$ cat src/rtl/struct_pkg.sv
// rtl/struct_pkg.sv - shared record types, sync default and receiver state enum
package struct_pkg;

   localparam logic [7:0] SYNC_DEFAULT = 8'hA5;

   typedef logic [7:0] t_t;

   typedef struct packed {
      byte a;
      byte b;
   } p_t;

   typedef struct packed {
      bit         a;
      logic [7:0] b;
      t_t         t;
      p_t         ps;
   } s_t;

   typedef enum logic [2:0] {
      HUNT,
      FLAGS,
      B,
      T,
      PSA,
      PSB,
      CSUM,
      HOLD
   } rx_state_e;

endpackage

$ cat src/rtl/struct_frame_csum.sv
// rtl/struct_frame_csum.sv - 8-bit XOR accumulator with clear and enable
module struct_frame_csum (
   input  logic       clk,
   input  logic       rst_n,
   input  logic       clr,
   input  logic       en,
   input  logic [7:0] din,
   output logic [7:0] acc
);

   always_ff @(posedge clk or negedge rst_n) begin
      if (!rst_n) begin
         acc <= 8'h00;
      end else if (clr) begin
         acc <= 8'h00;
      end else if (en) begin
         acc <= acc ^ din;
      end
   end

endmodule

$ cat src/rtl/struct_frame_rx.sv
// rtl/struct_frame_rx.sv - framed byte-stream receiver delivering one s_t per good frame
module struct_frame_rx
   import struct_pkg::*;
#(
   parameter logic [7:0] SYNC = SYNC_DEFAULT
) (
   input  logic       clk,
   input  logic       rst_n,
   input  logic [7:0] in_data,
   input  logic       in_valid,
   output logic       in_ready,
   output s_t         out_rec,
   output logic       out_valid,
   input  logic       out_ready,
   output logic       err_flags,
   output logic       err_csum,
   output logic [7:0] drop_cnt
);

   rx_state_e  state;
   rx_state_e  state_nxt;
   s_t         rec;
   logic       flags_bad;
   logic       take;
   logic       csum_clr;
   logic       csum_en;
   logic [7:0] csum_acc;

   assign in_ready  = (state != HOLD);
   assign out_valid = (state == HOLD);
   assign out_rec   = rec;
   assign take      = in_valid && in_ready;

   struct_frame_csum u_csum (
      .clk   (clk),
      .rst_n (rst_n),
      .clr   (csum_clr),
      .en    (csum_en),
      .din   (in_data),
      .acc   (csum_acc)
   );

   always_ff @(posedge clk or negedge rst_n) begin
      if (!rst_n) begin
         state <= HUNT;
      end else begin
         state <= state_nxt;
      end
   end

   always_comb begin
      state_nxt = state;
      csum_clr  = 1'b0;
      csum_en   = 1'b0;
      case (state)
         HUNT: begin
            if (take && in_data == SYNC) begin
               state_nxt = FLAGS;
               csum_clr  = 1'b1;
            end
         end
         FLAGS: if (take) begin state_nxt = B;   csum_en = 1'b1; end
         B:     if (take) begin state_nxt = T;   csum_en = 1'b1; end
         T:     if (take) begin state_nxt = PSA; csum_en = 1'b1; end
         PSA:   if (take) begin state_nxt = PSB; csum_en = 1'b1; end
         PSB:   if (take) begin state_nxt = CSUM; csum_en = 1'b1; end
         CSUM: begin
            if (take) begin
               state_nxt = (flags_bad || csum_acc != in_data) ? HUNT : HOLD;
            end
         end
         HOLD: if (out_ready) state_nxt = HUNT;
         default: state_nxt = HUNT;
      endcase
   end

   // Record fields and error pulses; a bad flags byte masks any checksum error.
   always_ff @(posedge clk or negedge rst_n) begin
      if (!rst_n) begin
         rec       <= '0;
         flags_bad <= 1'b0;
         err_flags <= 1'b0;
         err_csum  <= 1'b0;
         drop_cnt  <= 8'h00;
      end else begin
         err_flags <= 1'b0;
         err_csum  <= 1'b0;
         if (take) begin
            case (state)
               HUNT: begin
                  if (in_data != SYNC && drop_cnt != 8'hFF) begin
                     drop_cnt <= drop_cnt + 8'h01;
                  end
               end
               FLAGS: begin
                  rec.a     <= in_data[0];
                  flags_bad <= |in_data[7:1];
               end
               B:    rec.b    <= in_data;
               T:    rec.t    <= in_data;
               PSA:  rec.ps.a <= in_data;
               PSB:  rec.ps.b <= in_data;
               CSUM: begin
                  if (flags_bad) begin
                     err_flags <= 1'b1;
                  end else if (csum_acc != in_data) begin
                     err_csum <= 1'b1;
                  end
               end
               default: ;
            endcase
         end
      end
   end

endmodule

$ cat config.mk
export PLATFORM = sky130hd
export DESIGN_NAME = struct_frame_rx
export DESIGN_NICKNAME = d
export VERILOG_FILES = /design/src/rtl/struct_pkg.sv /design/src/rtl/struct_frame_csum.sv /design/src/rtl/struct_frame_rx.sv
export SDC_FILE = /design/constraint.sdc
export NUM_CORES = 1
export LEC_CHECK = 0
export ABC_AREA = 1
export CORE_MARGIN = 2
export CORE_UTILIZATION = 54
export DETAILED_ROUTE_END_ITERATION = 8
export HOLD_SLACK_MARGIN = 0.1
export PLACE_DENSITY = 0.95
export SKIP_CTS_REPAIR_TIMING = 1
export SLEW_MARGIN = 20
export SYNTH_ARGS = -nofsm -noshare
export SYNTH_HDL_FRONTEND = slang
export SYNTH_HIERARCHICAL = 1
export SYNTH_SLANG_ARGS = --single-unit
$ cat constraint.sdc
create_clock -name clk -period 3.2 [get_ports clk]
set_clock_uncertainty 0.15 [all_clocks]
set_input_delay 0.64 -clock clk [delete_from_list [all_inputs] [get_ports clk]]
set_output_delay 0.64 -clock clk [all_outputs]
set_load 0.02 [all_outputs]
==> results of run 1 <==
## stage by stage
stage               worst slack [ns]  hold slack (ns)  cells  utilization, %
floorplan                       1.54            0.194    298               -
finish                         0.728            0.343    408            72.8
global placement               0.697            0.316    399            69.8
CTS                            0.719           0.0720    407            72.6
detailed placement             0.559            0.323    399            69.8
global route                   0.637            0.371    408            72.8
## cell families after synthesis
| family | synth area share, % |
|---|---|
| and+or+nand+nor | 24.5 |
| adders and majority gates | 0.494 |
| buffers and inverters | 6.07 |
| xor gates and xnor gates | 4.44 |
| AOI/OAI and AO/OA | 10.1 |
| DFF | 54.3 |
## layout make-up
cell class | count | area [µm²] | area share (%)
Clock buffer | 6 | 82.6 | 2.55
Clock inverter | 2 | 38.8 | 1.20
Inverter | 23 | 87.6 | 2.71
Multi-Input combinational cell | 211 | 1000 | 31.0
Sequential cell | 55 | 1380 | 42.6
Tap cell | 52 | 65.1 | 2.01
Timing Repair Buffer | 59 | 581 | 17.9
## cells in the mapped netlist (2+ instances only)
| master | instances |
|---|---|
| xor2_1 | 2 |
| buf_4 | 2 |
| nand4_1 | 2 |
| dfrtp_1 | 55 |
| nand2_2 | 2 |
| buf_2 | 5 |
| inv_1 | 18 |
| inv_2 | 4 |
| xnor2_1 | 9 |
| nor2_1 | 22 |
| nand3_2 | 4 |
| o21ai_1 | 27 |
| nor3_1 | 2 |
| o21ai_0 | 12 |
| nand3_1 | 12 |
| nand2_1 | 100 |
| a21oi_1 | 9 |
## worst max-delay path by stage
stage | to | slack [ns] | depth (start not counted)
floorplan | out_rec[21] | 1.54 | 7
global placement | drop_cnt[6] | 0.70 | 7
detailed placement | drop_cnt[6] | 0.56 | 7
CTS | out_valid | 0.72 | 5
global route | out_valid | 0.64 | 5
finish | out_valid | 0.73 | 5
## report_power, final
group	leakage [nW]	internal, mW	total [mW]	switching, mW
Sequential	0.690	0.991	1.23	0.239
Combinational	0.815	0.664	1.46	0.794
Clock	0.0618	0.257	0.477	0.219
Total	1.57	1.91	3.17	1.25
## sequential cells by signal, indices dropped and copies added, names as in the netlist
register / flops
err_flags: 1
flags_bad: 1
err_csum: 1
state: 3
drop_cnt: 8
out_rec: 33
u_csum/acc: 8
## critical path, delay by kind of cell (launching register included)
family / cells / cell delay, ns
buffers and inverters: 3 / 0.75
DFF: 1 / 0.46
and+or+nand+nor: 2 / 0.17
## metal layers
metal / vias up / track usage [%] / routed length, µm
met1: 1004 / 30.9 / 2460
met4: 0 / 8.23 / 89
met2: 79 / 38.6 / 2730
met5: - / 0 / 0
li1: 1063 / - / -
met3: 7 / 4.03 / 263
## cell usage in the layout, fill, tap and decap left out, types with 9 or more instances in the layout
master / synthesis / layout
o21ai_0: 12 / 12
o21ai_1: 27 / 27
inv_1: 18 / 18
dfrtp_1: 55 / 55
nand3_1: 12 / 12
xnor2_1: 9 / 9
a21oi_1: 9 / 9
clkdlybuf4s50_1: 0 / 55
nor2_1: 22 / 22
nand2_1: 100 / 100
==> out/metrics.csv, run 1 <==
metric;value;unit
run status;finished clean;
H-tree level count;2;
top post-synthesis cells by area;dfrtp_1 (54%), nand2_1 (15%), o21ai_1 (5.3%), nor2_1 (3.3%), xnor2_1 (3.1%);
gp weighted congestion;0.955;
Worst-Margin Slew;0.582;ns
Total GRT Usage;23.2;%
cell mode on critical path;inv_2;
YS warnings;6;
total CTS buffers;5;
TritonRoute pass-1 iters;4;
Pwr Density;979;mW/mm²
period utilisation layout;77.3;%
gr ovfl total;0;
worst hold stages;2;
Pwr Total;3.17;mW
top cell type by total area after synthesis;dfrtp_1;
clk slew on worst S/H paths;0.09;ns
crit path from;state[1];
Synth top area share;54.3;%
first-pass GRT wire length;9470;µm
register area share after synthesis;54.3;%
Clock Tree Root;clkbuf_8;
antenna violation net count after detailed routing;0;
Cells after Synth;298;
Mean Syn Cell Area;8.50;µm²
hold path start;out_rec[0];
sequence of cells on the critical path;nand2_1 -> inv_2 -> nand2_2 -> inv_2 -> clkdlybuf4s50_1;
layout cell share with drive strength beyond 1;7.30;%
slowest cell on the critical path;clkdlybuf4s50_1;
synthesized cell area;0.00253;mm²
Fin Setup TNS;0;ns
fin. max-slew vios;0;
FMAX;404;MHz
Final Hold Vio Count;0;
Die Area;0.00526;mm²
DP HPWL;4080;µm
io pins;57;
initial core utilization;57.0;%
Via density;5.28;
Post-synth EDFFs;0;
Cell variety after synth;28;
vias;2153;
critical path arrival;1.68;ns
worst rel slew slack;61.1;%
Core ar.;0.00444;mm²
NumNets Final;368;
Final setup viols;0;
CTS sink count;55;
Synth Register Bits;55;
area post-placement;0.00310;mm²
Routed WL per cell;13.6;µm
post-detailed-route DRC marker count;0;
Max VDD drop;0.379;mV
Die Wd;72.5;µm
r2r setup slk;1.20;ns
# diodes;0;
CTS tree;built;
# rows;24;
critical path class;reg -> out;
port bufs;56;
CP endpoint kind;output port;
Syn-to-layout area delta;27.7;%
Hold Path Sink;out_rec[0];
vias in the first global route;2030;
R2R depth;8;
Die H;72.5;µm
Design Area, Final;0.00323;mm²
ys async rst share;100;%
post-synth net total;311;
drt total wl;5540;µm
Crit Path Max Fanout;6;
worst path required time;2.41;ns
leak pwr;1.57;nW
initial antenna violation count;0;
clk_lat worst skew;0.31;ns
fill count;341;
crit path launch type;flip-flop;
reg2reg end;drop_cnt[6];
largest net degree at the start of global routing;40;
dominant synthesized flop cell;dfrtp_1;
Final min period;2.47;ns
initial DRC count;208;
RSZ-0062 raised after global routing;no;
clock tree buffer depth;2;
Worst path max stage delay;0.61;ns
reg2reg start;drop_cnt[0];
max cap viols;0;
Hold/Removal Path Class;reg -> reg;
Power figures use the tool's default switching activity.
==> inputs of run 2 (changes only) <==
Settings changed: CORE_UTILIZATION 54 to 45, PLACE_DENSITY 0.95 to 0.87.
Clock period 3.2 ns to 2 ns, I/O delays scaled along.
==> out/metrics.csv, run 2 (same netlist as run 1, synthesis figures left out) <==
metric;value;unit
slowest cell on the critical path;clkdlybuf4s50_1;
gr ovfl total;0;
Pwr Density;1460;mW/mm²
Total GRT Usage;18.6;%
M2 GR Usage;29.7;%
leak pwr;1.69;nW
number of flip-flops in the largest register;33;
period utilisation layout;96.4;%
fill count;482;
most frequent cells in the layout;nand2_1 (100), dfrtp_1 (55), clkdlybuf4s50_1 (51), o21ai_1 (27), nor2_1 (22);
vias in the first global route;2050;
Via density;4.99;
Final setup viols;0;
first-pass GRT wire length;9330;µm
# diodes;0;
Finished Layout Cells;446;
CP endpoint kind;output port;
placed insts;438;
Worst-Margin Slew;0.464;ns
initial core utilization;46.3;%
Die Area;0.00625;mm²
run status;finished clean;
RSZ-0062 raised after global routing;no;
largest net degree at the start of global routing;23;
Crit Path Max Fanout;5;
Final Hold Vio Count;0;
gp weighted congestion;0.847;
Die H;79.0;µm
Place WS;-0.0894;ns
post-detailed-route DRC marker count;0;
CTS sink count;55;
most used routing layer;met2;
leading cell type in the layout, fill and taps excluded;nand2_1;
worst path required time;1.45;ns
clock tree buffer depth;2;
# rows;27;
Routed WL per cell;12.3;µm
max cap viols;0;
H-tree level count;2;
Worst path max stage delay;0.64;ns
initial DRC count;135;
total CTS buffers;5;
critical path class;reg -> out;
crit path launch type;flip-flop;
initial antenna violation count;0;
Die Wd;79.0;µm
FMAX;519;MHz
sequence of cells on the critical path;clkdlybuf4s50_1;
critical path arrival;1.38;ns
Hold/Removal Path Class;reg -> reg;
fin. max-slew vios;0;
Final Util;61.9;%
Core ar.;0.00547;mm²
GR Util met1;26.2;%
clk_lat worst skew;0.30;ns
TritonRoute pass-1 iters;4;
clk slew on worst S/H paths;0.09;ns
Syn-to-layout area delta;33.6;%
CTS tree;built;
NumNets Final;387;
worst path bufs/invs;1;
worst rel slew slack;69.1;%
Worst path top cell family by delay;buffers and inverters;
Max VDD drop;0.680;mV
vias;2224;
sequential cell area;0.00138;mm²
met3 Use GR;3.18;%
port bufs;56;
multi-input logic area;0.00100;mm²
Final min period;1.93;ns
drt total wl;5470;µm
Clock Tree Root;clkbuf_8;
antenna violation net count after detailed routing;0;
DP HPWL;4210;µm
Final WS setup;0.0719;ns
io pins;57;
layout cell share with drive strength beyond 1;11.8;%
==> run 2: cell types whose count changed in the layout (fill, tap and decap cells not counted) <==
cell             delta
clkdlybuf4s50_1     -4
buf_4              +18
buf_12              +1
bufinv_16           -1
clkinv_4            +1
inv_6               -1
dlymetal6s2s_1      +4
clkbuf_8            -1
clkinv_2            +1
==> run 2: path summary, 6_finish.rpt <==
| kind | slack, ns | depth (start not counted) | end | startpoint |
|---|---|---|---|---|
| worst max-delay path | 0.07 | 1 | drop_cnt[6] | drop_cnt[6] |
| worst min-delay path | 0.34 | 2 | out_rec[3] | out_rec[3] |
| worst max register to register | 0.32 | 8 | drop_cnt[5] | drop_cnt[0] |
| worst min register to register | 0.34 | 2 | out_rec[3] | out_rec[3] |
| max in group asynchronous | 0.78 | 3 | out_rec[6] | rst_n |
| min in group asynchronous | 0.43 | 2 | state[0] | rst_n |
==> run 2: metal layers <==
layer | share of wire (%) | vias to the layer above
met1 | 46 | 1047
li1 | - | 1098
met5 | 0 | -
met4 | 1.2 | 0
met3 | 4.7 | 8
met2 | 48 | 71
==> run 2: stage by stage <==
| step | hold WS [ns] | setup TNS, ns | power (mW) | instance area [µm²] |
|---|---|---|---|---|
| finish | 0.344 | 0 | 4.93 | 3390 |
| global route | 0.367 | 0 | 5.31 | 3390 |
| CTS | -0.101 | -0.323 | 4.97 | 3370 |
| detailed placement | 0.230 | -0.676 | 4.38 | 3280 |
| global placement | 0.223 | -0.124 | 4.28 | 3280 |
| floorplan | -0.0456 | 0 | 3.35 | 2530 |
==> run 2: area by class of cell <==
class / count / share of cell area, %
Tap cell: 72 / 2.66
Timing Repair Buffer: 78 / 22.0
Multi-Input combinational cell: 211 / 29.6
Clock buffer: 5 / 2.03
Clock inverter: 2 / 0.407
Sequential cell: 55 / 40.7
Inverter: 23 / 2.59
==> run 2: where the power goes <==
| group | switching (mW) | internal, mW | total [mW] |
|---|---|---|---|
| sequential | 0.349 | 1.59 | 1.93 |
| clock | 0.342 | 0.240 | 0.582 |
| combinational | 1.29 | 1.12 | 2.42 |
| total | 1.98 | 2.95 | 4.93 |
==> inputs of run 3 (changes only) <==
Settings changed: CORE_UTILIZATION 45 to 40, PLACE_DENSITY 0.87 to 0.79.
==> out/metrics.csv, run 3 (same netlist as run 1, synthesis figures left out) <==
metric;value;unit
Die Area;0.00699;mm²
clk_lat worst skew;0.31;ns
drt total wl;5780;µm
gp weighted congestion;0.854;
vias;2195;
hold slack;0.343;ns
worst path bufs/invs;1;
run status;finished clean;
CTS tree;built;
Design Area, Final;0.00339;mm²
area post-placement;0.00328;mm²
most frequent cells in the layout;nand2_1 (100), dfrtp_1 (55), clkdlybuf4s50_1 (51), o21ai_1 (27), nor2_1 (22);
Worst path max stage delay;0.64;ns
met3 Use GR;2.57;%
clock tree buffer depth;2;
M2 GR Usage;28.7;%
fin. max-slew vios;0;
Finished Layout Cells;450;
FMAX;515;MHz
gr ovfl total;0;
port bufs;56;
period utilisation layout;97.1;%
total CTS buffers;5;
H-tree level count;2;
Syn-to-layout area delta;33.9;%
Worst-Margin Slew;0.637;ns
critical path class;reg -> out;
max cap viols;0;
io pins;57;
Place WS;-0.0477;ns
initial DRC count;109;
Die H;83.6;µm
TritonRoute pass-1 iters;4;
Core ar.;0.00603;mm²
vias in the first global route;2062;
Worst path top cell family by delay;buffers and inverters;
Crit Path Max Fanout;4;
Final Hold Vio Count;0;
layout cell share with drive strength beyond 1;11.7;%
Hold/Removal Path Class;reg -> reg;
slowest cell on the critical path;clkdlybuf4s50_1;
RSZ-0062 raised after global routing;no;
critical path arrival;1.39;ns
worst path required time;1.45;ns
CP endpoint kind;output port;
Pwr Density;1470;mW/mm²
placed insts;440;
antenna violation net count after detailed routing;0;
number of flip-flops in the largest register;33;
Via density;4.88;
leak pwr;1.69;nW
CTS sink count;55;
post-detailed-route DRC marker count;0;
# rows;28;
crit path launch type;flip-flop;
Die Wd;83.6;µm
initial core utilization;42.0;%
NumNets Final;387;
clk slew on worst S/H paths;0.10;ns
leading cell type in the layout, fill and taps excluded;nand2_1;
most used routing layer;met2;
Total GRT Usage;17.4;%
Final WS setup;0.0585;ns
# diodes;0;
sequence of cells on the critical path;clkdlybuf4s50_1;
largest net degree at the start of global routing;30;
Final setup viols;0;
Final min period;1.94;ns
DP HPWL;4300;µm
first-pass GRT wire length;9870;µm
Max VDD drop;0.668;mV
worst rel slew slack;57.5;%
initial antenna violation count;0;
Final Util;56.3;%
GR Util met1;23.1;%
Clock Tree Root;clkbuf_8;
Routed WL per cell;12.8;µm
[run 3: changes by cell type in the layout (fill, tap and decap cells not counted), sizes merged]
cell	delta
clkinv	-1
clkinvlp	+1
clkbuf	+1
[run 3: layer usage]
layer  part of all wire [%]  up-vias
met5                      0        -
met4                    1.9        0
met3                    3.8       10
met2                     47       57
met1                     48     1026
li1                       -     1102
[run 3: power by group]
group / total [mW] / internal (mW) / switching [mW]
Sequential: 1.93 / 1.59 / 0.345
Combinational: 2.44 / 1.14 / 1.31
Clock: 0.612 / 0.246 / 0.366
Total: 4.99 / 2.97 / 2.02
[run 3: layout make-up]
type                    instances  area [µm²]
inverters                      23        87.6
repair buffers                 78         746
flip-flops and latches         55        1380
well taps                      75        93.8
multi-input cells             211        1000
clock inverters                 2        12.5
clock buffers                   6        72.6
fillers                       520        2630
[run 3: stage by stage]
stage | setup TNS (ns) | total power [mW]
floorplan | 0 | 3.35
global placement | 0 | 4.30
global route | 0 | 5.36
finish | 0 | 4.99
detailed placement | -0.288 | 4.40
CTS | -0.301 | 5.01
[run 3: final timing paths]
kind	start	to	slack, ns	cells past startpoint
max in group asynchronous	rst_n	out_rec[22]	0.63	3
min	out_rec[3]	out_rec[3]	0.34	2
max reg2reg	state[0]	u_csum/acc[3]	0.33	7
max	drop_cnt[0]	drop_cnt[0]	0.06	1
min in group asynchronous	rst_n	state[0]	0.49	2
min reg2reg	out_rec[3]	out_rec[3]	0.34	2
